[src/rtl/alu_pkg.sv]
// Shared encodings for the ALU execution unit: alu_op classes, funct codes,
// 4-bit control codes and the FSM state type.
package alu_pkg;

  localparam logic [1:0] ALU_OP_ADD   = 2'b00;
  localparam logic [1:0] ALU_OP_SUB   = 2'b01;
  localparam logic [1:0] ALU_OP_RTYPE = 2'b10;
  localparam logic [1:0] ALU_OP_ILL   = 2'b11;

  localparam logic [5:0] FUNCT_ADD = 6'b100000;
  localparam logic [5:0] FUNCT_SUB = 6'b100010;
  localparam logic [5:0] FUNCT_AND = 6'b100100;
  localparam logic [5:0] FUNCT_OR  = 6'b100101;
  localparam logic [5:0] FUNCT_NOR = 6'b100111;
  localparam logic [5:0] FUNCT_SLT = 6'b101010;
  localparam logic [5:0] FUNCT_MUL = 6'b011000;

  localparam logic [3:0] CTRL_AND = 4'b0000;
  localparam logic [3:0] CTRL_OR  = 4'b0001;
  localparam logic [3:0] CTRL_ADD = 4'b0010;
  localparam logic [3:0] CTRL_SUB = 4'b0110;
  localparam logic [3:0] CTRL_SLT = 4'b0111;
  localparam logic [3:0] CTRL_MUL = 4'b1000;
  localparam logic [3:0] CTRL_NOR = 4'b1100;
  localparam logic [3:0] CTRL_ERR = 4'b1111;

  typedef enum logic [1:0] {
    IDLE = 2'd0,
    MUL  = 2'd1,
    HOLD = 2'd2
  } state_e;

endpackage

[src/rtl/alu_decode.sv]
// Combinational ALU control decoder: alu_op/funct -> 4-bit control code and
// an illegal flag. Multiply decodes as illegal when MUL_EN is 0.
module alu_decode
  import alu_pkg::*;
#(
  parameter bit MUL_EN = 1'b1
) (
  input  logic [1:0] alu_op_i,
  input  logic [5:0] funct_i,
  output logic [3:0] ctrl_o,
  output logic       illegal_o
);

  always_comb begin
    // NOTE: every output gets a default before the case so no path can infer a latch.
    ctrl_o    = CTRL_ERR;
    illegal_o = 1'b1;
    case (alu_op_i)
      ALU_OP_ADD: begin
        ctrl_o    = CTRL_ADD;
        illegal_o = 1'b0;
      end
      ALU_OP_SUB: begin
        ctrl_o    = CTRL_SUB;
        illegal_o = 1'b0;
      end
      ALU_OP_RTYPE: begin
        illegal_o = 1'b0;
        case (funct_i)
          FUNCT_ADD: ctrl_o = CTRL_ADD;
          FUNCT_SUB: ctrl_o = CTRL_SUB;
          FUNCT_AND: ctrl_o = CTRL_AND;
          FUNCT_OR:  ctrl_o = CTRL_OR;
          FUNCT_NOR: ctrl_o = CTRL_NOR;
          FUNCT_SLT: ctrl_o = CTRL_SLT;
          FUNCT_MUL: begin
            if (MUL_EN) ctrl_o = CTRL_MUL;
            else        illegal_o = 1'b1;
          end
          default:   illegal_o = 1'b1;
        endcase
      end
      ALU_OP_ILL: begin
        ctrl_o    = CTRL_ERR;
        illegal_o = 1'b1;
      end
    endcase
  end

endmodule

[src/rtl/alu_exec_unit.sv]
// Handshaked ALU execution unit: single-cycle logic/arithmetic ops plus an
// iterative shift-add multiply, with registered result, control code and flags.
module alu_exec_unit
  import alu_pkg::*;
#(
  parameter int WIDTH  = 32,
  parameter bit MUL_EN = 1'b1
) (
  input  logic             clk,
  input  logic             rst_n,
  input  logic             in_valid,
  output logic             in_ready,
  input  logic [1:0]       alu_op,
  input  logic [5:0]       funct,
  input  logic [WIDTH-1:0] op_a,
  input  logic [WIDTH-1:0] op_b,
  output logic             out_valid,
  input  logic             out_ready,
  output logic [WIDTH-1:0] out_result,
  output logic [3:0]       out_ctrl,
  output logic             out_zero,
  output logic             out_ovf,
  output logic             out_err
);

  localparam int CNT_W = $clog2(WIDTH);

  state_e             state_q,     state_d;
  logic [CNT_W-1:0]   cnt_q,       cnt_d;
  logic [WIDTH-1:0]   mcand_q,     mcand_d;
  logic [WIDTH-1:0]   mplier_q,    mplier_d;
  logic [WIDTH-1:0]   acc_q,       acc_d;
  logic               out_valid_q, out_valid_d;
  logic [WIDTH-1:0]   res_q,       res_d;
  logic [3:0]         ctrl_q,      ctrl_d;
  logic               zero_q,      zero_d;
  logic               ovf_q,       ovf_d;
  logic               err_q,       err_d;

  logic [3:0]         dec_ctrl;
  logic               dec_illegal;
  logic [WIDTH-1:0]   sum, diff, alu_res, acc_next;
  logic               alu_ovf;

  alu_decode #(.MUL_EN(MUL_EN)) u_decode (
    .alu_op_i (alu_op),
    .funct_i  (funct),
    .ctrl_o   (dec_ctrl),
    .illegal_o(dec_illegal)
  );

  assign sum  = op_a + op_b;
  assign diff = op_a - op_b;

  // Single-cycle datapath; illegal and multiply codes yield zero here.
  always_comb begin
    alu_res = '0;
    alu_ovf = 1'b0;
    case (dec_ctrl)
      CTRL_ADD: begin
        alu_res = sum;
        alu_ovf = (op_a[WIDTH-1] == op_b[WIDTH-1]) && (sum[WIDTH-1] != op_a[WIDTH-1]);
      end
      CTRL_SUB: begin
        alu_res = diff;
        alu_ovf = (op_a[WIDTH-1] != op_b[WIDTH-1]) && (diff[WIDTH-1] != op_a[WIDTH-1]);
      end
      CTRL_AND: alu_res = op_a & op_b;
      CTRL_OR:  alu_res = op_a | op_b;
      CTRL_NOR: alu_res = ~(op_a | op_b);
      CTRL_SLT: alu_res = {{(WIDTH-1){1'b0}}, ($signed(op_a) < $signed(op_b))};
      default:  alu_res = '0;
    endcase
  end

  assign acc_next = acc_q + (mplier_q[0] ? mcand_q : '0);

  always_comb begin
    state_d     = state_q;
    cnt_d       = cnt_q;
    mcand_d     = mcand_q;
    mplier_d    = mplier_q;
    acc_d       = acc_q;
    out_valid_d = out_valid_q;
    res_d       = res_q;
    ctrl_d      = ctrl_q;
    zero_d      = zero_q;
    ovf_d       = ovf_q;
    err_d       = err_q;
    in_ready    = 1'b0;
    case (state_q)
      IDLE: begin
        in_ready = !out_valid_q || out_ready;
        if (in_valid && in_ready) begin
          if (dec_ctrl == CTRL_MUL) begin
            mcand_d     = op_a;
            mplier_d    = op_b;
            acc_d       = '0;
            cnt_d       = '0;
            out_valid_d = 1'b0;
            state_d     = MUL;
          end else begin
            out_valid_d = 1'b1;
            res_d       = alu_res;
            ctrl_d      = dec_ctrl;
            zero_d      = (alu_res == '0);
            ovf_d       = alu_ovf;
            err_d       = dec_illegal;
          end
        end else if (out_ready) begin
          out_valid_d = 1'b0;
        end
      end
      MUL: begin
        acc_d    = acc_next;
        mcand_d  = mcand_q << 1;
        mplier_d = mplier_q >> 1;
        cnt_d    = cnt_q + 1'b1;
        if (cnt_q == CNT_W'(WIDTH-1)) begin
          out_valid_d = 1'b1;
          res_d       = acc_next;
          ctrl_d      = CTRL_MUL;
          zero_d      = (acc_next == '0);
          ovf_d       = 1'b0;
          err_d       = 1'b0;
          cnt_d       = '0;
          state_d     = HOLD;
        end
      end
      HOLD: begin
        if (out_ready) begin
          out_valid_d = 1'b0;
          state_d     = IDLE;
        end
      end
      default: state_d = IDLE;
    endcase
  end

  always_ff @(posedge clk or negedge rst_n) begin
    if (!rst_n) begin
      state_q     <= IDLE;
      cnt_q       <= '0;
      mcand_q     <= '0;
      mplier_q    <= '0;
      acc_q       <= '0;
      out_valid_q <= 1'b0;
      res_q       <= '0;
      ctrl_q      <= '0;
      zero_q      <= 1'b0;
      ovf_q       <= 1'b0;
      err_q       <= 1'b0;
    end else begin
      // NOTE: non-blocking assignments so every register samples pre-edge values.
      state_q     <= state_d;
      cnt_q       <= cnt_d;
      mcand_q     <= mcand_d;
      mplier_q    <= mplier_d;
      acc_q       <= acc_d;
      out_valid_q <= out_valid_d;
      res_q       <= res_d;
      ctrl_q      <= ctrl_d;
      zero_q      <= zero_d;
      ovf_q       <= ovf_d;
      err_q       <= err_d;
    end
  end

  assign out_valid  = out_valid_q;
  assign out_result = res_q;
  assign out_ctrl   = ctrl_q;
  assign out_zero   = zero_q;
  assign out_ovf    = ovf_q;
  assign out_err    = err_q;

endmodule

[config.mk]
export PLATFORM = sky130hd
export DESIGN_NAME = alu_exec_unit
export DESIGN_NICKNAME = d
export VERILOG_FILES = /design/src/rtl/alu_pkg.sv /design/src/rtl/alu_decode.sv /design/src/rtl/alu_exec_unit.sv
export SDC_FILE = /design/constraint.sdc
export NUM_CORES = 1
export LEC_CHECK = 0
export BUFFER_PORTS_ARGS = -buffer_cell sky130_fd_sc_hd__buf_2
export CAP_MARGIN = 20
export CORE_MARGIN = 10
export CORE_UTILIZATION = 40
export DETAILED_ROUTE_END_ITERATION = 8
export PLACE_DENSITY = 0.64
export SLEW_MARGIN = 40
export SYNTH_ARGS = -nofsm -noshare
export SYNTH_HDL_FRONTEND = slang
export SYNTH_SLANG_ARGS = --single-unit
[constraint.sdc]
create_clock -name clk -period 6.7 [get_ports clk]
set_input_delay 0 -clock clk [delete_from_list [all_inputs] [get_ports clk]]
set_output_delay 0 -clock clk [all_outputs]
set_load 0.01 [all_outputs]
==> results.md, run 1 <==
* Overall die width at between 200 and 250 um
* Clock skew at 12.8 ps
* Yosys warns at 0
* Post-layout util at 47.2%
* I/O Buffers at roughly 120
* Placed wire-length estimate at around 38,000 um
* Synth-to-layout area growth at 15.8%
* Worst r2r src: mplier_q[0]
* Most used DFF post-synth: dfrtp_1
* Post-Syn Instances at 1,743
* Core box area at 33,800 um^2
* Required time worst endpoint at 7090 ps
* Post-synth EDFFs at 0
* Routed wire per std cell at 21.6 um
* Post-synthesis register bit count at 143
* PD cells at 354 nW/um^2
* Placed cells at 2,218
* Nets at 2,068
* Total gr overflow at 0
* Worst min path class: in2reg
* Fraction of layout cells with a size suffix above 1 at 10.8%
* Detailed Route Iter0 Violations at 1,351
* CTS Buf Count at 17
* Ys async rst share at 100%
* Vias in the first global route at 13.5k
* Crit. Startpoint: mplier_q[0]
* Clk slew on worst S/H paths at 70 ps
* Max Cap Viol at 0
* First-pass detailed-route iteration total at 6
* Resize count post-CTS at 0
* Pleak at between 0.007 and 0.008 uW
* Layout Cells excl Fill at around 2.3k
* Global Route Usage Sum at 23.3%
* Max clock buf depth at 2
* Initial antenna violation count at 5
* Synth Area per Inst at slightly below 8 um^2
* Starting Density at 40.7%
* Crit start category: flop
* Syn Nets at 1,956
* Sequential element share of the synthesized area at 26.0%
* Crit path kind: reg2reg
* Setup violators final at 0
* Post-synth top area share at between 20% and 30%
* Setup TNS at 0 ps
* Post-synth top cells: 199 x nand2_1, 175 x o21ai_0, 143 x dfrtp_1, 134 x ha_1, 111 x nor2_1
* CTS sink cnt at between 100 and 150
* Root buf cell: clkbuf_16
* First-pass GRT wire length at 77,700 um
* Top-count cell post-synth: nand2_1
* Final worst path period share at 67.1%
* Worst-margin pin slew at 929 ps
* Rows at between 60 and 70
* Final Hold Viols at 0
* Unrepaired setup endpoints after global routing: false
* Slew Limit Fails at 0
* Fmax at 222 MHz
* CP Capture Type: flop
* Place WS at 2190 ps
* Worst-Skew Late Latency at 460 ps
* Vias per cell at 6.08
* Area contributors post-synth: dfrtp_1 26%, ha_1 12%, o21ai_0 6.4%, nand2_1 5.4%, mux2i_1 4.8%
* Final wirelength at 50,100 um
* Cell variety after synth at 85
* Die height at 206 um
* Critical path arrival at roughly 4900 ps
* HP Start: in_valid
* Antenna viol nets, final at 0
* CTS tree: done
* Mapped cell area at 13,800 um^2
* Tot Pwr at 5640 uW
* Largest net degree at the start of global routing at 86
* Min Tclk post-route at 4500 ps
* Dominant cell type by area after synthesis: dfrtp_1
* Run status: finished, final reports clean
* IO Count at 117
* Crit-path max FO at 33
* Final WS setup at 2200 ps
* Die area at between 40,000 and 50,000 um^2
* Slew headroom at 38.0%
* DR vias at 14.1k
* Htree depth at 4
* Placer Congestion at slightly below 1
* Drt drc at 0
* Worst VDD drop at 0.386 mV
[cells in the final DEF, fill, tap and decap left out, types with 32 or more instances in the layout]
cell type        n
dfrtp_1        142
and2_1          35
ha_1           133
dlygate4sd3_1   66
nand2_1        199
buf_2          115
nor2_1         108
nor3_1          32
nand3_1         40
mux2i_1         66
inv_1          104
a21oi_1        109
o21ai_0        173
[layout make-up]
class	instances	area (um^2)
Fill cell	3332	17800
Multi-Input combinational cell	1391	9440
Sequential cell	143	3580
Timing Repair Buffer	197	1380
Tap cell	448	561
Clock buffer	19	453
Inverter	105	394
Clock inverter	13	115
Antenna cell	5	12.5
[critical path, cell delays in order (launching register included)]
cell,delay (ps)
dfrtp_2,570
and2_1,240
ha_1,220
fa_1,450
a211oi_1,350
o21ai_0,220
a31o_2,280
a21oi_1,320
o21ai_0,200
a21o_1,230
a31oi_1,340
o21ai_0,180
xor2_1,190
nor4_1,310
nand4_1,150
o211ai_2,160
[logic make-up (layout without fill, tap and decap cells)]
family / Yosys count / count (layout) / synth area share (%)
adder cells (fa/ha/maj): 137 / 137 / 12.6
other: 0 / 5 / 0
flip-flops: 143 / 143 / 26.0
AND/OR/NAND/NOR: 536 / 536 / 18.6
buffers and inverters: 209 / 334 / 5.83
AO/OA/AOI/OAI: 601 / 601 / 28.8
XOR/XNOR: 47 / 47 / 2.99
multiplexers: 70 / 70 / 5.13
[through the flow]
step	hold WS (ps)	instance area, um^2
final	10.8	15900
after global placement	135	14600
after floorplan	-296	13800
after CTS	1.48	15900
after detailed placement	146	14700
after global routing	50.3	15900
[report_power, final]
group / internal (uW) / switching (uW) / total, uW / leakage [uW]
Combinational: 1130 / 1900 / 3040 / 0.00532
Sequential: 1280 / 359 / 1640 / 0.00182
Clock: 530 / 436 / 966 / 0.000283
[worst paths after layout]
kind,end,slack [ps],cells after the start
worst max-delay path,out_zero,2200,15
min in group asynchronous,out_valid,170,2
max in group asynchronous,mplier_q[22],5410,3
worst min-delay path,out_valid,10,5
worst max register to register,out_zero,2200,15
worst min register to register,acc_q[15],480,2
[state kept, by name, indices dropped and copies added (netlist names), 2 cells and up]
name and cells:
acc_q 32, mplier_q 32, state_q 2, out_ctrl 4, cnt_q 5, mcand_q 32
out_result 32
[repair_timing]
action | CTS | global route
hold endpoints to repair | 149 | 0
hold buffers | 66 | 0
setup buffers | 0 | 0
[routing by layer]
metal	share of wire [%]	wire [um]	global-route usage, %
met1	45	22600	31.8
met2	45	22400	36.4
met3	8.2	4120	4.65
met4	1.9	953	6.75
met5	0	0	0
No activity file was read; power rests on OpenSTA's default activity.
==> run 2, diff against run 1 <==
--- a/config.mk
+++ b/config.mk
@@ -5,12 +5,13 @@
 export SDC_FILE = /design/constraint.sdc
 export NUM_CORES = 1
 export LEC_CHECK = 0
+export ABC_AREA = 1
 export BUFFER_PORTS_ARGS = -buffer_cell sky130_fd_sc_hd__buf_2
 export CAP_MARGIN = 20
 export CORE_MARGIN = 10
 export CORE_UTILIZATION = 40
 export DETAILED_ROUTE_END_ITERATION = 8
-export PLACE_DENSITY = 0.64
+export PLACE_DENSITY = 0.66
 export SLEW_MARGIN = 40
 export SYNTH_ARGS = -nofsm -noshare
 export SYNTH_HDL_FRONTEND = slang
==> constraint.sdc (replaced) <==
create_clock -name clk -period 3.85 [get_ports clk]
set_input_delay 0 -clock clk [delete_from_list [all_inputs] [get_ports clk]]
set_output_delay 0 -clock clk [all_outputs]
set_load 0.01 [all_outputs]
==> run 2 against run 1 <==
  * Clock power grew 71%
  * Via count grew 19%
  * Count of clock-buffer cells in the layout grew 2
  * Final cell count grew 33%
  * Total power grew 85%
  * Critical path depth grew 10
  * Utilization shrank 0.84 points
  * Setup slack lost 1800 ps
  * Design area grew 9.0%
  * Synthesized cell count grew 39%
  * Synthesized area grew 9.7%
  * Largest cell class unchanged
==> results.md, run 2 <==
* Run status: finished, final reports clean
* Crit path kind: in2reg
* CTS sink cnt at 143
* Commonest non-fill, non-tap cells in the layout: 721 x nand2_1, 324 x inv_1, 291 x nor2_1, 146 x nand3_1, 143 x dfrtp_1
* Nets at approximately 2.8k
* Fill count at about 4k
* Detailed Route Iter0 Violations at between 1k and 1.5k
* # hold bufs at CTS at 68
* Clock skew at 12.3 ps
* Worst min path class: in2async
* Unrepaired setup endpoints after global routing: false
* Initial antenna violation count at 2
* Min Tclk post-route at 3400 ps
* Slew headroom at 41.3%
* Drt drc at 0
* Resize count post-CTS at 0
* Antenna viol nets, final at 0
* Area of placed instances at 16,100 um^2
* CP Capture Type: flop
* Die area at 45,900 um^2
* Critical path arrival at roughly 3800 ps
* Starting Density at 40.3%
* First-pass detailed-route iteration total at 6
* Overall die width at 214 um
* CTS Buf Count at 17
* Die height at between 200 and 250 um
* Post-synth top area share at 23.7%
* Placed wire-length estimate at 49,500 um
* Yosys warns at 0
* Top-count cell post-synth: nand2_1
* Final wirelength at 62,000 um
* Root buf cell: clkbuf_16
* Worst VDD drop at 0.357 mV
* Synth-to-layout area growth at 15.1%
* Pleak at just over 0.009 uW
* First-pass GRT wire length at 95,700 um
* Crit start category: input pin
* Total gr overflow at 0
* Max Cap Viol at 0
* PD cells at 602 nW/um^2
* Tot Pwr at 10,500 uW
* Rows at 71
* Routed wire per std cell at ~20 um
* Htree depth at 4
* Synth Area per Inst at 6.24 um^2
* Worst-margin pin slew at 880 ps
* Post-synth EDFFs at 0
* Setup violators final at 0
* Global Route Usage Sum at a little over a quarter
* Clk slew on worst S/H paths at roughly 60 ps
* Sequential element share of the synthesized area at 23.7%
* Cell variety after synth at 50
* IO Count at ~120
* CTS tree: done
* Post-Syn Instances at 2,418
* Sequential cell area at 3580 um^2
* Post-Layout Inst Area at 17,400 um^2
* Largest net degree at the start of global routing at between 80 and 90
* Fraction of layout cells with a size suffix above 1 at 9.05%
* Placer Congestion at between 0.9 and 1
* Core box area at 37,500 um^2
* Final Hold Viols at 0
* Post-synthesis register bit count at 143
* Slew Limit Fails at 0
* Crit-path max FO at 4
* Post-synth top cells: 721 x nand2_1, 326 x inv_1, 292 x nor2_1, 146 x nand3_1, 143 x dfrtp_1
* DR vias at 16.8k
* Most used DFF post-synth: dfrtp_1
* Dominant cell type by area after synthesis: dfrtp_1
* Commonest non-fill, non-tap cell in the layout: nand2_1
* Fmax at approximately 290 MHz
* Area contributors post-synth: dfrtp_1 24%, nand2_1 18%, ha_1 11%, inv_1 8.1%, nor2_1 7.3%
* Required time worst endpoint at 4250 ps
* Vias per cell at between 5 and 6
* Setup Buffers After CTS at 0
* Vias in the first global route at 16.3k
* Post-layout util at 46.3%
* Syn Nets at between 2k and 3k
* Multi-input logic area at between 9000 and 10,000 um^2
* Final worst path period share at just under 90%
* I/O Buffers at 116
* Max clock buf depth at 2
* Ys async rst share at 100%
* Worst-Skew Late Latency at 460 ps
* Mapped cell area at 15,100 um^2
* Setup TNS at 0 ps
run 2: per-layer routing:
metal  GRT usage, %  wire length (um)  part of all wire [%]
met1           34.7             27000                    44
met2           44.6             29500                    48
met3           3.19              3890                   6.3
met4           8.11              1580                   2.5
met5              0                 0                     0
run 2: cell type report:
| cell class | count | share of cell area, % |
|---|---|---|
| flip-flops and latches | 143 | 20.6 |
| clock inverters | 11 | 0.619 |
| repair buffers | 212 | 8.66 |
| diodes | 3 | 0.0432 |
| multi-input cells | 1850 | 56.4 |
| clock buffers | 21 | 2.65 |
| well taps | 511 | 3.68 |
| inverters | 337 | 7.31 |
run 2: path summary, 6_finish.rpt:
| kind | cells past startpoint | to | startpoint | slack [ps] |
|---|---|---|---|---|
| worst min register to register | 2 | out_result[4] | out_result[4] | 480 |
| max in group asynchronous | 3 | mcand_q[8] | rst_n | 2880 |
| min in group clk | 4 | out_ctrl[2] | alu_op[0] | 190 |
| worst max-delay path | 25 | out_zero | op_a[0] | 450 |
| worst max register to register | 20 | out_zero | mplier_q[0] | 480 |
| worst min-delay path | 2 | state_q[0] | rst_n | 160 |
run 2: cell families (layout without fill, tap and decap cells):
logic type | after synthesis | count (layout) | synth area share (%)
DFF | 143 | 143 | 23.7
and+or+nand+nor | 1295 | 1295 | 35.9
buffers and inverters | 425 | 581 | 11.4
adders and majority gates | 137 | 137 | 11.5
other | 0 | 3 | 0
xor gates and xnor gates | 61 | 61 | 3.54
AOI/OAI and AO/OA | 357 | 357 | 14.0
run 2: per-stage QoR:
stage	hold WS, ps	setup slack [ps]	std cells
global placement	130	510	2985
global route	199	115	3087
CTS	179	475	3085
floorplan	-296	999	2418
finish	162	448	3088
detailed placement	137	528	2985
run 2: where the power goes:
part / leakage, uW / internal (uW) / switching [uW]
Combinational: 0.00728 / 1970 / 4210
Clock: 0.000262 / 926 / 725
Sequential: 0.00174 / 2160 / 466
Total: 0.00928 / 5060 / 5400
run 2: critical path: stages:
cell and delay (ps):
dlygate4sd3_1 530, buf_2 140, inv_1 100, ha_1 200, inv_1 110, fa_1 510, nand3_1 130, nand2_1 130
nand2_1 90, nand2_1 140, nand3_1 190, nand4_1 130, nand2_1 90, inv_1 40, nand2_1 40, nand2_1 130
nor2_1 380, nand3_1 110, nor2_1 140, nand2_1 80, nor2_1 100, nand2_1 100, nand2_1 70, nand2_1 50
nand2_1 60
==> run 3, diff against run 2 <==
--- a/config.mk
+++ b/config.mk
@@ -11,7 +11,7 @@
 export CORE_MARGIN = 10
 export CORE_UTILIZATION = 40
 export DETAILED_ROUTE_END_ITERATION = 8
-export PLACE_DENSITY = 0.66
+export PLACE_DENSITY = 0.64
 export SLEW_MARGIN = 40
 export SYNTH_ARGS = -nofsm -noshare
 export SYNTH_HDL_FRONTEND = slang
==> constraint.sdc (replaced) <==
create_clock -name clk -period 3.49 [get_ports clk]
set_input_delay 0 -clock clk [delete_from_list [all_inputs] [get_ports clk]]
set_output_delay 0 -clock clk [all_outputs]
set_load 0.01 [all_outputs]
==> run 3 against run 2 <==
  * Wire length down 4.2%
  * Die area is the same
  * Clock skew about the same
  * Total power is 11% higher
  * Combinational power up 11%
  * Critical endpoint unchanged
  * Largest cell class unchanged
==> results.md, run 3 (synthesis gave the netlist of run 2 again) <==
* Post-Layout Inst Area at 17,600 um^2
* Top layer in use: met4
* Antenna viol nets, final at 0
* Die area at around 46,000 um^2
* Fraction of layout cells with a size suffix above 1 at about a tenth
* Detailed Route Iter0 Violations at 1,461
* Worst min path class: in2async
* Clock power frac at 15.8%
* IO Count at 117
* Pleak at 0.00941 uW
* Part of the power in registers at 25.0%
* Critical path arrival at 3660 ps
* Drt drc at 0
* Sequential cell area at 3580 um^2
* Multi-input logic area at 9820 um^2
* Final wirelength at 59,400 um
* Required time worst endpoint at 3870 ps
* Starting Density at 40.3%
* Commonest non-fill, non-tap cell in the layout: nand2_1
* Root buf cell: clkbuf_16
* CP Capture Type: flop
* Top delay family on crit path: compound AO/OA/AOI/OAI gates
* Gate power share at 59.3%
* Final Hold Viols at 0
* Placer Congestion at 1.01
* Metal3 WL at 3880 um
* Fill count at between 3k and 4k
* Synth-to-layout area growth at 16.5%
* Critical path's slowest cell: dlygate4sd3_1
* Place WS at -66.7 ps
* Commonest non-fill, non-tap cells in the layout: 721 x nand2_1, 325 x inv_1, 290 x nor2_1, 146 x nand3_1, 143 x dfrtp_1
* I/O Buffers at 116
* Met2 wire length at 27,900 um
* Max clock buf depth at 2
* Rows at 71
* Final WS setup at ~210 ps
* Worst-Skew Late Latency at between 400 and 500 ps
* Overall die width at approximately 210 um
* Nets at about 2.8k
* Clock skew at 12.0 ps
* Vias in the first global route at 16.2k
* Cell Chain, Critical Path: dlygate4sd3_1 -> buf_2 -> inv_1 -> ha_1 -> a21oi_1 -> o21ai_0 -> a21oi_1 -> nor2_1 -> nor2_1 -> nand2_1 -> nand2_1 -> a21oi_1 -> a21oi_1 -> nand2_1 -> nor2_1 -> nand2_1 -> nor2_1 -> nand2_1 -> nand2_1 -> nand2_1 -> nand2_1
* Internal at 5720 uW
* Layout Cells excl Fill at 3,114
* Hold slack final at between 100 and 150 ps
* R2R depth at 15
* Vias per cell at 5.46
* CTS tree: done
* Setup violators final at 0
* Initial antenna violation count at 5
* Worst VDD drop at 0.587 mV
* Clk slew on worst S/H paths at around 60 ps
* PD cells at 658 nW/um^2
* Slew Limit Fails at 0
* Htree depth at 4
* Crit-path max FO at 7
* Min Tclk post-route at 3280 ps
* Critical path buffers and inverters at 3
* Routed wire per std cell at 19.1 um
* Total gr overflow at 0
* Unrepaired setup endpoints after global routing: false
* Most common cell on crit path: nand2_1
* Fmax at about 300 MHz
* Post-layout util at approximately 47%
* Max Cap Viol at 0
* Die height at roughly 210 um
* Global Route Usage Sum at 24.8%
* Delay of the slowest critical-path stage at 580 ps
* R2r endpoint: out_zero
* Crit start category: input pin
* First-pass GRT wire length at 90,300 um
* Worst r2r src: mplier_q[0]
* Crit path kind: in2reg
* DR vias at 17.0k
* NetSw at 5850 uW
* Sw Ratio at 50.6%
* Placed wire-length estimate at between 40,000 and 50,000 um
* Setup Buffers After CTS at 0
* Area of placed instances at approximately 16,000 um^2
* Placed cells at 3,009
* Slew headroom at 42.1%
* R2R setup slack at roughly 270 ps
* Core box area at 37,500 um^2
* Run status: finished, final reports clean
* Largest net degree at the start of global routing at 95
* CTS Buf Count at 17
* Worst-margin pin slew at 868 ps
* Wl on met1 at 25,400 um
* Final worst path period share at 94.1%
* First-pass detailed-route iteration total at 7
* CTS sink cnt at 143
-- run 3: cell count changes in the layout (fill, tap and decap cells not counted), sizes merged --
| cell | delta |
|---|---|
| buf | +25 |
| clkbuf | -3 |
| clkinvlp | -2 |
| diode | +2 |
| inv | +4 |
-- run 3: how the worst max path moves through the flow --
| stage | start | end | cells past startpoint |
|---|---|---|---|
| 2_1_floorplan | mplier_q[0] | out_zero | 18 |
| 3_3_place_gp | op_a[0] | out_zero | 24 |
| 3_5_place_dp | op_a[0] | out_zero | 24 |
| 4_1_cts | op_a[3] | out_zero | 24 |
| 5_1_grt | op_b[4] | out_zero | 22 |
| 6_report | op_a[15] | out_zero | 21 |
-- run 3: final cells by class --
type / instances / share of cell area, %
tap: 511 / 3.63
antenna: 5 / 0.0711
clock buffer: 19 / 2.58
multi-input combinational: 1850 / 55.8
sequential: 143 / 20.3
timing repair buffer: 236 / 9.59
inverter: 337 / 7.22
clock inverter: 13 / 0.726
-- run 3: per-layer routing --
layer | GRT usage, % | up-vias
li1 | - | 8114
met1 | 31.8 | 8031
met2 | 41.7 | 728
met3 | 2.69 | 125
met4 | 9.86 | 0
met5 | 0 | -
-- run 3: repair_timing --
item,4_1_cts,5_1_grt
hold endpoints to repair,161,0
setup endpoints to repair,0,1
hold buffers,68,0
gates resized for setup,0,7
-- run 3: through the flow --
step                      power, uW  TNS [ps]
after floorplan                7400         0
after CTS                     11500         0
final                         11600         0
after global routing          12500         0
after detailed placement       9580     -66.7
after global placement         9510     -88.3
-- run 3: power by group through the flow --
| stage | Sequential [uW] | Clock [uW] | Combinational (uW) |
|---|---|---|---|
| CTS | 2880 | 1840 | 6780 |
| global route | 2960 | 1910 | 7610 |
| detailed placement | 2900 | 0 | 6680 |
| finish | 2890 | 1820 | 6860 |
| floorplan | 2830 | 0 | 4570 |
| global placement | 2900 | 0 | 6620 |
